<file path="src/rtl/wbs_pdm_fader_if.sv">
// Wishbone pipelined bus bundle. Used twice by wbs_pdm_fader: once as the
// SoC-facing slave port and once as the master port towards wbs_pdm.
interface wbs_pdm_fader_if #(
  parameter int unsigned AdrWidth = 4,
  parameter int unsigned DatWidth = 32
) ();
  logic                cyc;
  logic                stb;
  logic                we;
  logic [AdrWidth-1:0] adr;
  logic [DatWidth-1:0] dat_w;
  logic [DatWidth-1:0] dat_r;
  logic                stall;
  logic                ack;

  modport master (
    output cyc, stb, we, adr, dat_w,
    input  dat_r, stall, ack
  );

  modport slave (
    input  cyc, stb, we, adr, dat_w,
    output dat_r, stall, ack
  );
endinterface

</file>
<file path="src/rtl/wbs_pdm_fader.sv">
// Fade controller for wbs_pdm: holds a target level per channel and, on
// each tick, steps every channel's current level toward its target, issuing
// one Wishbone write to wbs_pdm per level change.
// Optional macro WBS_PDM_FADER_READBACK_EN adds a registered read mux on the
// slave port; without it slave reads return 0.
module wbs_pdm_fader #(
  parameter int unsigned BIT_RESOLUTION = 8,
  parameter int unsigned CHANNEL_NUM    = 4,
  parameter int unsigned TICK_WIDTH     = 16
) (
  input  logic            wb_clk_i,
  input  logic            wb_rst_i,
  wbs_pdm_fader_if.slave  wb,
  wbs_pdm_fader_if.master wbm,
  output logic            busy_o
);

  localparam int unsigned ChW      = (CHANNEL_NUM > 1) ? $clog2(CHANNEL_NUM) : 1;
  localparam int unsigned NumSlots = 2 ** ChW;
  localparam logic [3:0]  LastCh   = 4'(CHANNEL_NUM - 1);

  typedef logic [BIT_RESOLUTION-1:0] level_t;
  typedef enum logic [1:0] {StIdle, StScan, StReq, StWait} state_e;

  logic [1:0]            rst_sync_q;
  logic                  rst_n;
  logic                  req;
  logic                  wr;
  logic                  ack_q;
  level_t                tgt_q [NumSlots];
  level_t                cur_q [NumSlots];
  level_t                step_q;
  logic [TICK_WIDTH-1:0] period_q;
  logic [TICK_WIDTH-1:0] tick_cnt_q;
  logic                  tick;
  state_e                state_q, state_d;
  logic [3:0]            ch_q, ch_d;
  level_t                nxt_q, nxt_d;
  logic                  cur_we;
  level_t                cur_sel, tgt_sel, step_eff, diff_up, diff_dn, nxt_calc;
  logic                  unused_bits;

  // Reset asserts asynchronously, releases two clocks after wb_rst_i rises.
  always_ff @(posedge wb_clk_i or negedge wb_rst_i) begin
    if (!wb_rst_i) rst_sync_q <= 2'b00;
    else           rst_sync_q <= {rst_sync_q[0], 1'b1};
  end
  assign rst_n = rst_sync_q[1];

  assign req         = wb.cyc & wb.stb;
  assign wr          = req & wb.we;
  assign wb.stall    = 1'b0;
  assign wb.ack      = ack_q;
  assign unused_bits = ^{wb.dat_w, wbm.dat_r};

  // Every slave request is acked one cycle later.
  always_ff @(posedge wb_clk_i or negedge rst_n) begin
    if (!rst_n) ack_q <= 1'b0;
    else        ack_q <= req;
  end

  // Software-visible configuration; unmapped addresses fall through untouched.
  always_ff @(posedge wb_clk_i or negedge rst_n) begin
    if (!rst_n) begin
      for (int i = 0; i < NumSlots; i++) tgt_q[i] <= '0;
      step_q   <= level_t'(1);
      period_q <= '0;
    end else if (wr) begin
      if (wb.adr <= LastCh) tgt_q[wb.adr[ChW-1:0]] <= wb.dat_w[BIT_RESOLUTION-1:0];
      if (wb.adr == 4'hE)   step_q   <= wb.dat_w[BIT_RESOLUTION-1:0];
      if (wb.adr == 4'hF)   period_q <= wb.dat_w[TICK_WIDTH-1:0];
    end
  end

  assign tick = (tick_cnt_q == period_q);

  // Tick counter runs 0..period and wraps; a period write restarts it.
  always_ff @(posedge wb_clk_i or negedge rst_n) begin
    if (!rst_n)                         tick_cnt_q <= '0;
    else if (wr && (wb.adr == 4'hF))    tick_cnt_q <= '0;
    else if (tick)                      tick_cnt_q <= '0;
    else                                tick_cnt_q <= tick_cnt_q + 1'b1;
  end

  // Saturating step toward target: never overshoots, never wraps.
  always_comb begin
    cur_sel  = cur_q[ch_q[ChW-1:0]];
    tgt_sel  = tgt_q[ch_q[ChW-1:0]];
    step_eff = (step_q == '0) ? level_t'(1) : step_q;
    diff_up  = tgt_sel - cur_sel;
    diff_dn  = cur_sel - tgt_sel;
    if (tgt_sel > cur_sel) nxt_calc = cur_sel + ((step_eff < diff_up) ? step_eff : diff_up);
    else                   nxt_calc = cur_sel - ((step_eff < diff_dn) ? step_eff : diff_dn);
  end

  // FSM state and sweep registers.
  always_ff @(posedge wb_clk_i or negedge rst_n) begin
    if (!rst_n) begin
      state_q <= StIdle;
      ch_q    <= '0;
      nxt_q   <= '0;
    end else begin
      state_q <= state_d;
      ch_q    <= ch_d;
      nxt_q   <= nxt_d;
    end
  end

  // Current level only moves once wbs_pdm has acked the new value.
  always_ff @(posedge wb_clk_i or negedge rst_n) begin
    if (!rst_n) begin
      for (int i = 0; i < NumSlots; i++) cur_q[i] <= '0;
    end else if (cur_we) begin
      cur_q[ch_q[ChW-1:0]] <= nxt_q;
    end
  end

  // Sweep sequencing and master bus outputs.
  always_comb begin
    state_d   = state_q;
    ch_d      = ch_q;
    nxt_d     = nxt_q;
    cur_we    = 1'b0;
    wbm.cyc   = 1'b0;
    wbm.stb   = 1'b0;
    wbm.we    = 1'b0;
    wbm.adr   = '0;
    wbm.dat_w = '0;
    unique case (state_q)
      StIdle: begin
        if (tick) begin
          state_d = StScan;
          ch_d    = '0;
        end
      end
      StScan: begin
        if (cur_sel != tgt_sel) begin
          nxt_d   = nxt_calc;
          state_d = StReq;
        end else if (ch_q == LastCh) begin
          state_d = StIdle;
        end else begin
          ch_d = ch_q + 4'd1;
        end
      end
      StReq: begin
        wbm.cyc   = 1'b1;
        wbm.stb   = 1'b1;
        wbm.we    = 1'b1;
        wbm.adr   = ch_q;
        wbm.dat_w = 32'(nxt_q);
        if (!wbm.stall) begin
          if (wbm.ack) begin
            cur_we  = 1'b1;
            state_d = (ch_q == LastCh) ? StIdle : StScan;
            ch_d    = (ch_q == LastCh) ? ch_q : ch_q + 4'd1;
          end else begin
            state_d = StWait;
          end
        end
      end
      StWait: begin
        wbm.cyc   = 1'b1;
        wbm.adr   = ch_q;
        wbm.dat_w = 32'(nxt_q);
        if (wbm.ack) begin
          cur_we  = 1'b1;
          state_d = (ch_q == LastCh) ? StIdle : StScan;
          ch_d    = (ch_q == LastCh) ? ch_q : ch_q + 4'd1;
        end
      end
      default: state_d = StIdle;
    endcase
  end

  assign busy_o = (state_q != StIdle);

`ifdef WBS_PDM_FADER_READBACK_EN
  logic [31:0] rd_data;
  logic [31:0] dat_r_q;
  logic [3:0]  tgt_idx;

  // Read mux; cur wins over tgt if the two windows overlap.
  always_comb begin
    rd_data = '0;
    tgt_idx = wb.adr - 4'd8;
    if (wb.adr <= LastCh) begin
      rd_data = 32'(cur_q[wb.adr[ChW-1:0]]);
    end else if ((wb.adr >= 4'd8) && (wb.adr < 4'hE) && (tgt_idx <= LastCh)) begin
      rd_data = 32'(tgt_q[tgt_idx[ChW-1:0]]);
    end else if (wb.adr == 4'hE) begin
      rd_data = 32'(step_q);
    end else if (wb.adr == 4'hF) begin
      rd_data = 32'(period_q);
    end
  end

  // Read data is registered so it lines up with ack.
  always_ff @(posedge wb_clk_i or negedge rst_n) begin
    if (!rst_n)              dat_r_q <= '0;
    else if (req && !wb.we)  dat_r_q <= rd_data;
    else                     dat_r_q <= '0;
  end
  assign wb.dat_r = dat_r_q;
`else
  assign wb.dat_r = '0;
`endif

endmodule
</file>
<file path="src/flat_wrapper.sv">
// flat-port wrapper written by rule: the top's interface ports become plain ports
module wbs_pdm_fader_flat 
#(
  parameter int unsigned BIT_RESOLUTION = 8,
  parameter int unsigned CHANNEL_NUM    = 4,
  parameter int unsigned TICK_WIDTH     = 16
)
  (wb_clk_i, wb_rst_i, busy_o, wb_cyc, wb_stb, wb_we, wb_adr, wb_dat_w, wb_dat_r, wb_stall, wb_ack, wbm_cyc, wbm_stb, wbm_we, wbm_adr, wbm_dat_w, wbm_dat_r, wbm_stall, wbm_ack);
  wbs_pdm_fader_if wb_i ();
  wbs_pdm_fader_if wbm_i ();
  input  logic wb_clk_i;
  input  logic wb_rst_i;
  output logic busy_o;
  input wire logic [$bits(wb_i.cyc)-1:0] wb_cyc;
  input wire logic [$bits(wb_i.stb)-1:0] wb_stb;
  input wire logic [$bits(wb_i.we)-1:0] wb_we;
  input wire logic [$bits(wb_i.adr)-1:0] wb_adr;
  input wire logic [$bits(wb_i.dat_w)-1:0] wb_dat_w;
  output wire logic [$bits(wb_i.dat_r)-1:0] wb_dat_r;
  output wire logic [$bits(wb_i.stall)-1:0] wb_stall;
  output wire logic [$bits(wb_i.ack)-1:0] wb_ack;
  output wire logic [$bits(wbm_i.cyc)-1:0] wbm_cyc;
  output wire logic [$bits(wbm_i.stb)-1:0] wbm_stb;
  output wire logic [$bits(wbm_i.we)-1:0] wbm_we;
  output wire logic [$bits(wbm_i.adr)-1:0] wbm_adr;
  output wire logic [$bits(wbm_i.dat_w)-1:0] wbm_dat_w;
  input wire logic [$bits(wbm_i.dat_r)-1:0] wbm_dat_r;
  input wire logic [$bits(wbm_i.stall)-1:0] wbm_stall;
  input wire logic [$bits(wbm_i.ack)-1:0] wbm_ack;
  assign wb_i.cyc = wb_cyc;
  assign wb_i.stb = wb_stb;
  assign wb_i.we = wb_we;
  assign wb_i.adr = wb_adr;
  assign wb_i.dat_w = wb_dat_w;
  assign wb_dat_r = wb_i.dat_r;
  assign wb_stall = wb_i.stall;
  assign wb_ack = wb_i.ack;
  assign wbm_cyc = wbm_i.cyc;
  assign wbm_stb = wbm_i.stb;
  assign wbm_we = wbm_i.we;
  assign wbm_adr = wbm_i.adr;
  assign wbm_dat_w = wbm_i.dat_w;
  assign wbm_i.dat_r = wbm_dat_r;
  assign wbm_i.stall = wbm_stall;
  assign wbm_i.ack = wbm_ack;
  wbs_pdm_fader #(.BIT_RESOLUTION(BIT_RESOLUTION), .CHANNEL_NUM(CHANNEL_NUM), .TICK_WIDTH(TICK_WIDTH)) u_core (.wb_clk_i(wb_clk_i), .wb_rst_i(wb_rst_i), .wb(wb_i), .wbm(wbm_i), .busy_o(busy_o));
endmodule
</file>
<file path="config.mk">
export PLATFORM = sky130hd
export DESIGN_NAME = wbs_pdm_fader_flat
export DESIGN_NICKNAME = d
export VERILOG_FILES = /design/src/rtl/wbs_pdm_fader_if.sv /design/src/rtl/wbs_pdm_fader.sv /design/src/flat_wrapper.sv
export SDC_FILE = /design/constraint.sdc
export NUM_CORES = 1
export LEC_CHECK = 0
export ABC_AREA = 1
export CORE_MARGIN = 1.5
export CORE_UTILIZATION = 57
export CTS_CLUSTER_DIAMETER = 100
export DETAILED_ROUTE_END_ITERATION = 10
export PLACE_DENSITY = 0.93
export SETUP_SLACK_MARGIN = 0.5
export SLEW_MARGIN = 10
export SYNTH_ARGS = -nofsm -noshare
export SYNTH_HDL_FRONTEND = slang
export SYNTH_SLANG_ARGS = --single-unit
</file>
<file path="constraint.sdc">
create_clock -name wb_clk_i -period 7.45 [get_ports wb_clk_i]
set_input_delay 1.1175 -clock wb_clk_i [delete_from_list [all_inputs] [get_ports wb_clk_i]]
set_output_delay 1.1175 -clock wb_clk_i [all_outputs]
set_load 0.03 [all_outputs]
</file>
==> metrics.txt <==
Rows 41; Residual DRC 0; post-layout min period between 6 and 7 ns; post-route ant nets 0; grt total ovfl 0; Clk Latency, worst-skew pair 0.42 ns; nets 1100; DP Wirelength 12200 um; Die X ~120 um; pre-CTS setup slack between 0.9 and 1 ns; Die Ht ~120 um; P&R area growth vs syn 14.0%; die area 14000 um^2; vias in the first global route about 6500; Post-synth EDFFs 0; worst hold path class flip-flop to async pin; status finished clean; # H-tree levels 4; peak supply drop approximately 0.2 mV; required time worst endpoint roughly 7.8 ns; initial DRC count approximately 840; clock power share a little under a third; Mapped Area 7600 um^2; Slew headroom between 30% and 40%; max capacitance violation total 0; number of I/O pins between 100 and 150; asr flop ratio synth 100%; register share of total power 26.2%; initial core utilization between 50% and 60%; setup slack after layout approximately 0.82 ns; Int Pwr roughly 1.8 mW; Final Max Tran Viols 0; top post-synthesis cells by area dfrtp_1, nand2_1, o21ai_0; GP Congestion 0.930; TritonCTS clock tree done; Crit. End Element flip-flop; IO buf count 43; met3 wire len 1620 um; Switch Pwr ~1.2 mW; synth warn 0; ant diodes 0; vias between 6000 and 7000; Vias per Instance a little under 6; Top Metal Used met4; clock transition at the registers of the reported paths roughly 0.060 ns; final wirelength about 19000 um; first-pass GRT wire length between 30000 and 40000 um; Power Density 348 nW/um^2; CP Launch Type flip-flop; final hold violation count 0; Max Clock Freq 151 MHz; wire length on met2 9460 um; unrepaired setup endpoints after global routing false; Slowest-stage cell, CP a32oi_1; Final period util approximately 89%; hold bufs inserted after CTS 0; mean post-synth cell area around 8 um^2; Top cell by count, worst path nand2_1; Max Root-Sink Buffers 2; setup TNS 0 ns; kind of critical path flip-flop to flip-flop; area leader, netlist dfrtp_1; #FFs+latches synth roughly 120; worst-path fanout max 36; maximum number of pins on one net before global-route repair 85; clock tree sinks between 100 and 150; ys flop type dfrtp_1; Setup Viol. Count Final 0; Sw Share just over 40%; Worst-Margin Slew roughly 1.0 ns; Seq/Total Area, Yosys 39.9%; CTS buffer count 17; CTS Root Cell clkbuf_16; routed length per instance approximately 16 um; antenna violations before repair 0; cells after synthesis about 940; Leak Pwr ~4.2 nW; Yosys top cell area share between 30 and 40%; drt first pass iters 6; Post-Route Skew 0.00597 ns; core area roughly 13000 um^2; number of distinct library cells after synthesis 52; max incr delay on CP between 0.5 and 0.6 ns; WP data arrival 6.94 ns; share of layout cells above drive strength 1 between 10% and 20%; gr usage total between 20% and 30%; Comb power frac between 40% and 50%; M1 WL between 7000 and 8000 um
layer usage:
layer / track usage, % / vias to the layer above
li1: - / 3038
met1: 34.3 / 3207
met2: 46.6 / 439
met3: 5.45 / 83
met4: 14.5 / 0
met5: 0 / -
registers in the layout, indices dropped and copies added, names as in the netlist:
register / cells
u_core.state_q: 2
u_core.period_q: 16
u_core.rst_sync_q: 2
u_core.cur_q: 32
u_core.wb.ack: 1
u_core.ch_q: 4
u_core.tick_cnt_q: 16
u_core.nxt_q: 8
u_core.tgt_q: 32
u_core.step_q: 8
kinds of logic after synthesis:
kind of cell	Yosys count	share of synthesized area, %
XOR/XNOR	34	3.92
AO/OA/AOI/OAI	203	15.3
AND/OR/NAND/NOR	331	19.3
multiplexers	5	0.741
flip-flops	121	39.9
buffers and inverters	203	13.0
adder cells (fa/ha/maj)	45	7.71
other	2	0.0989
stage by stage:
| step | instance area, um^2 | hold slack (ns) | power, mW | utilization (%) | std cells |
|---|---|---|---|---|---|
| after floorplan | 7810 | 0.331 | 1.80 | - | 1000 |
| after global placement | 7940 | 0.292 | 1.97 | 61.9 | 1129 |
| after detailed placement | 7940 | 0.296 | 2.03 | 61.9 | 1129 |
| after CTS | 8590 | 0.303 | 2.96 | 67.0 | 1161 |
| after global routing | 8660 | 0.332 | 3.20 | 67.5 | 1165 |
| final | 8660 | 0.281 | 3.02 | 67.5 | 1165 |
worst paths after layout:
check                                               start  slack, ns  cells past startpoint                         endpoint
setup reg to reg               u_core.ch_q[0]$_DFFE_PN0P_       0.82                     37      u_core.nxt_q[7]$_DFFE_PN0P_
hold reg to reg            u_core.rst_sync_q[1]$_DFF_PN0_       0.28                      0    u_core.state_q[0]$_DFFE_PN0P_
setup / recovery               u_core.ch_q[0]$_DFFE_PN0P_       0.82                     37      u_core.nxt_q[7]$_DFFE_PN0P_
max in group asynchronous  u_core.rst_sync_q[1]$_DFF_PN0_       5.78                      1  u_core.tick_cnt_q[11]$_DFF_PN0_
hold / removal             u_core.rst_sync_q[1]$_DFF_PN0_       0.28                      0    u_core.state_q[0]$_DFFE_PN0P_
min in group wb_clk_i      u_core.rst_sync_q[0]$_DFF_PN0_       0.35                      0   u_core.rst_sync_q[1]$_DFF_PN0_
worst max-delay path: cells and delay by family, from the launching register on:
| family | cells | cell delay (ns) |
|---|---|---|
| buffers and inverters | 6 | 0.84 |
| and+or+nand+nor | 15 | 1.45 |
| DFF | 1 | 0.40 |
| AOI/OAI and AO/OA | 10 | 2.12 |
| adders and majority gates | 4 | 1.20 |
| xor gates and xnor gates | 2 | 0.50 |
power groups by stage:
| stage | clock, mW | sequential, mW | combinational, mW |
|---|---|---|---|
| 2_1_floorplan | 0 | 0.781 | 1.02 |
| 3_3_place_gp | 0 | 0.789 | 1.18 |
| 3_5_place_dp | 0 | 0.793 | 1.23 |
| 4_1_cts | 0.910 | 0.786 | 1.27 |
| 5_1_grt | 0.943 | 0.796 | 1.46 |
| 6_report | 0.907 | 0.789 | 1.32 |
cell usage in the layout (no fill, tap or decap), types with 3 or more instances in the layout:
cell | synthesis | layout
dfrtp_1 | 120 | 119
conb_1 | 2 | 58
a32oi_1 | 14 | 13
inv_1 | 92 | 91
ha_1 | 42 | 41
a21oi_2 | 2 | 3
nor4_1 | 4 | 4
nor2_1 | 45 | 45
nor3_1 | 7 | 7
clkbuf_16 | 0 | 17
nor2_2 | 6 | 6
a21oi_1 | 49 | 48
o22ai_1 | 6 | 6
clkinvlp_4 | 0 | 3
a211oi_1 | 5 | 4
nand4_1 | 3 | 3
buf_4 | 60 | 12
o21bai_1 | 3 | 3
mux2_2 | 5 | 5
nand2_1 | 214 | 214
nand3_1 | 24 | 24
o21ai_1 | 3 | 3
clkinv_4 | 0 | 4
xor2_1 | 30 | 30
bufinv_16 | 0 | 5
o21ai_0 | 107 | 107
clkdlybuf4s50_1 | 0 | 43
nor2_4 | 3 | 3
nor3b_1 | 3 | 3
nand2_2 | 11 | 11
inv_2 | 13 | 13
fa_1 | 3 | 3
xnor2_1 | 4 | 4
Yosys cell counts, types with 2 or more instances:
master,instances
nand2_1,214
dfrtp_1,120
o21ai_0,107
inv_1,92
buf_4,60
a21oi_1,49
nor2_1,45
ha_1,42
clkbuf_1,32
xor2_1,30
nand3_1,24
a32oi_1,14
inv_2,13
nand2_2,11
nor3_1,7
nor2_2,6
o22ai_1,6
a211oi_1,5
mux2_2,5
nor4_1,4
xnor2_1,4
clkinv_1,3
fa_1,3
nand4_1,3
nor2_4,3
nor3b_1,3
o21ai_1,3
o21bai_1,3
a21oi_2,2
a31oi_1,2
buf_2,2
conb_1,2
nand2_4,2
nand3_2,2
nor3_2,2
o211ai_1,2
o21ai_2,2
repair_timing:
item,in CTS,in global routing
resized for setup,0,6
endpoints found under the setup margin,0,1
setup buffers,0,4
endpoints found under the hold margin,0,0
layout make-up:
type	instances	area (um^2)
inverters	108	413
well taps	172	215
repair buffers	56	541
clock inverters	14	220
flip-flops and latches	121	3030
multi-input cells	676	3810
clock buffers	18	429
fillers	910	4170
Power figures use the tool's default switching activity.
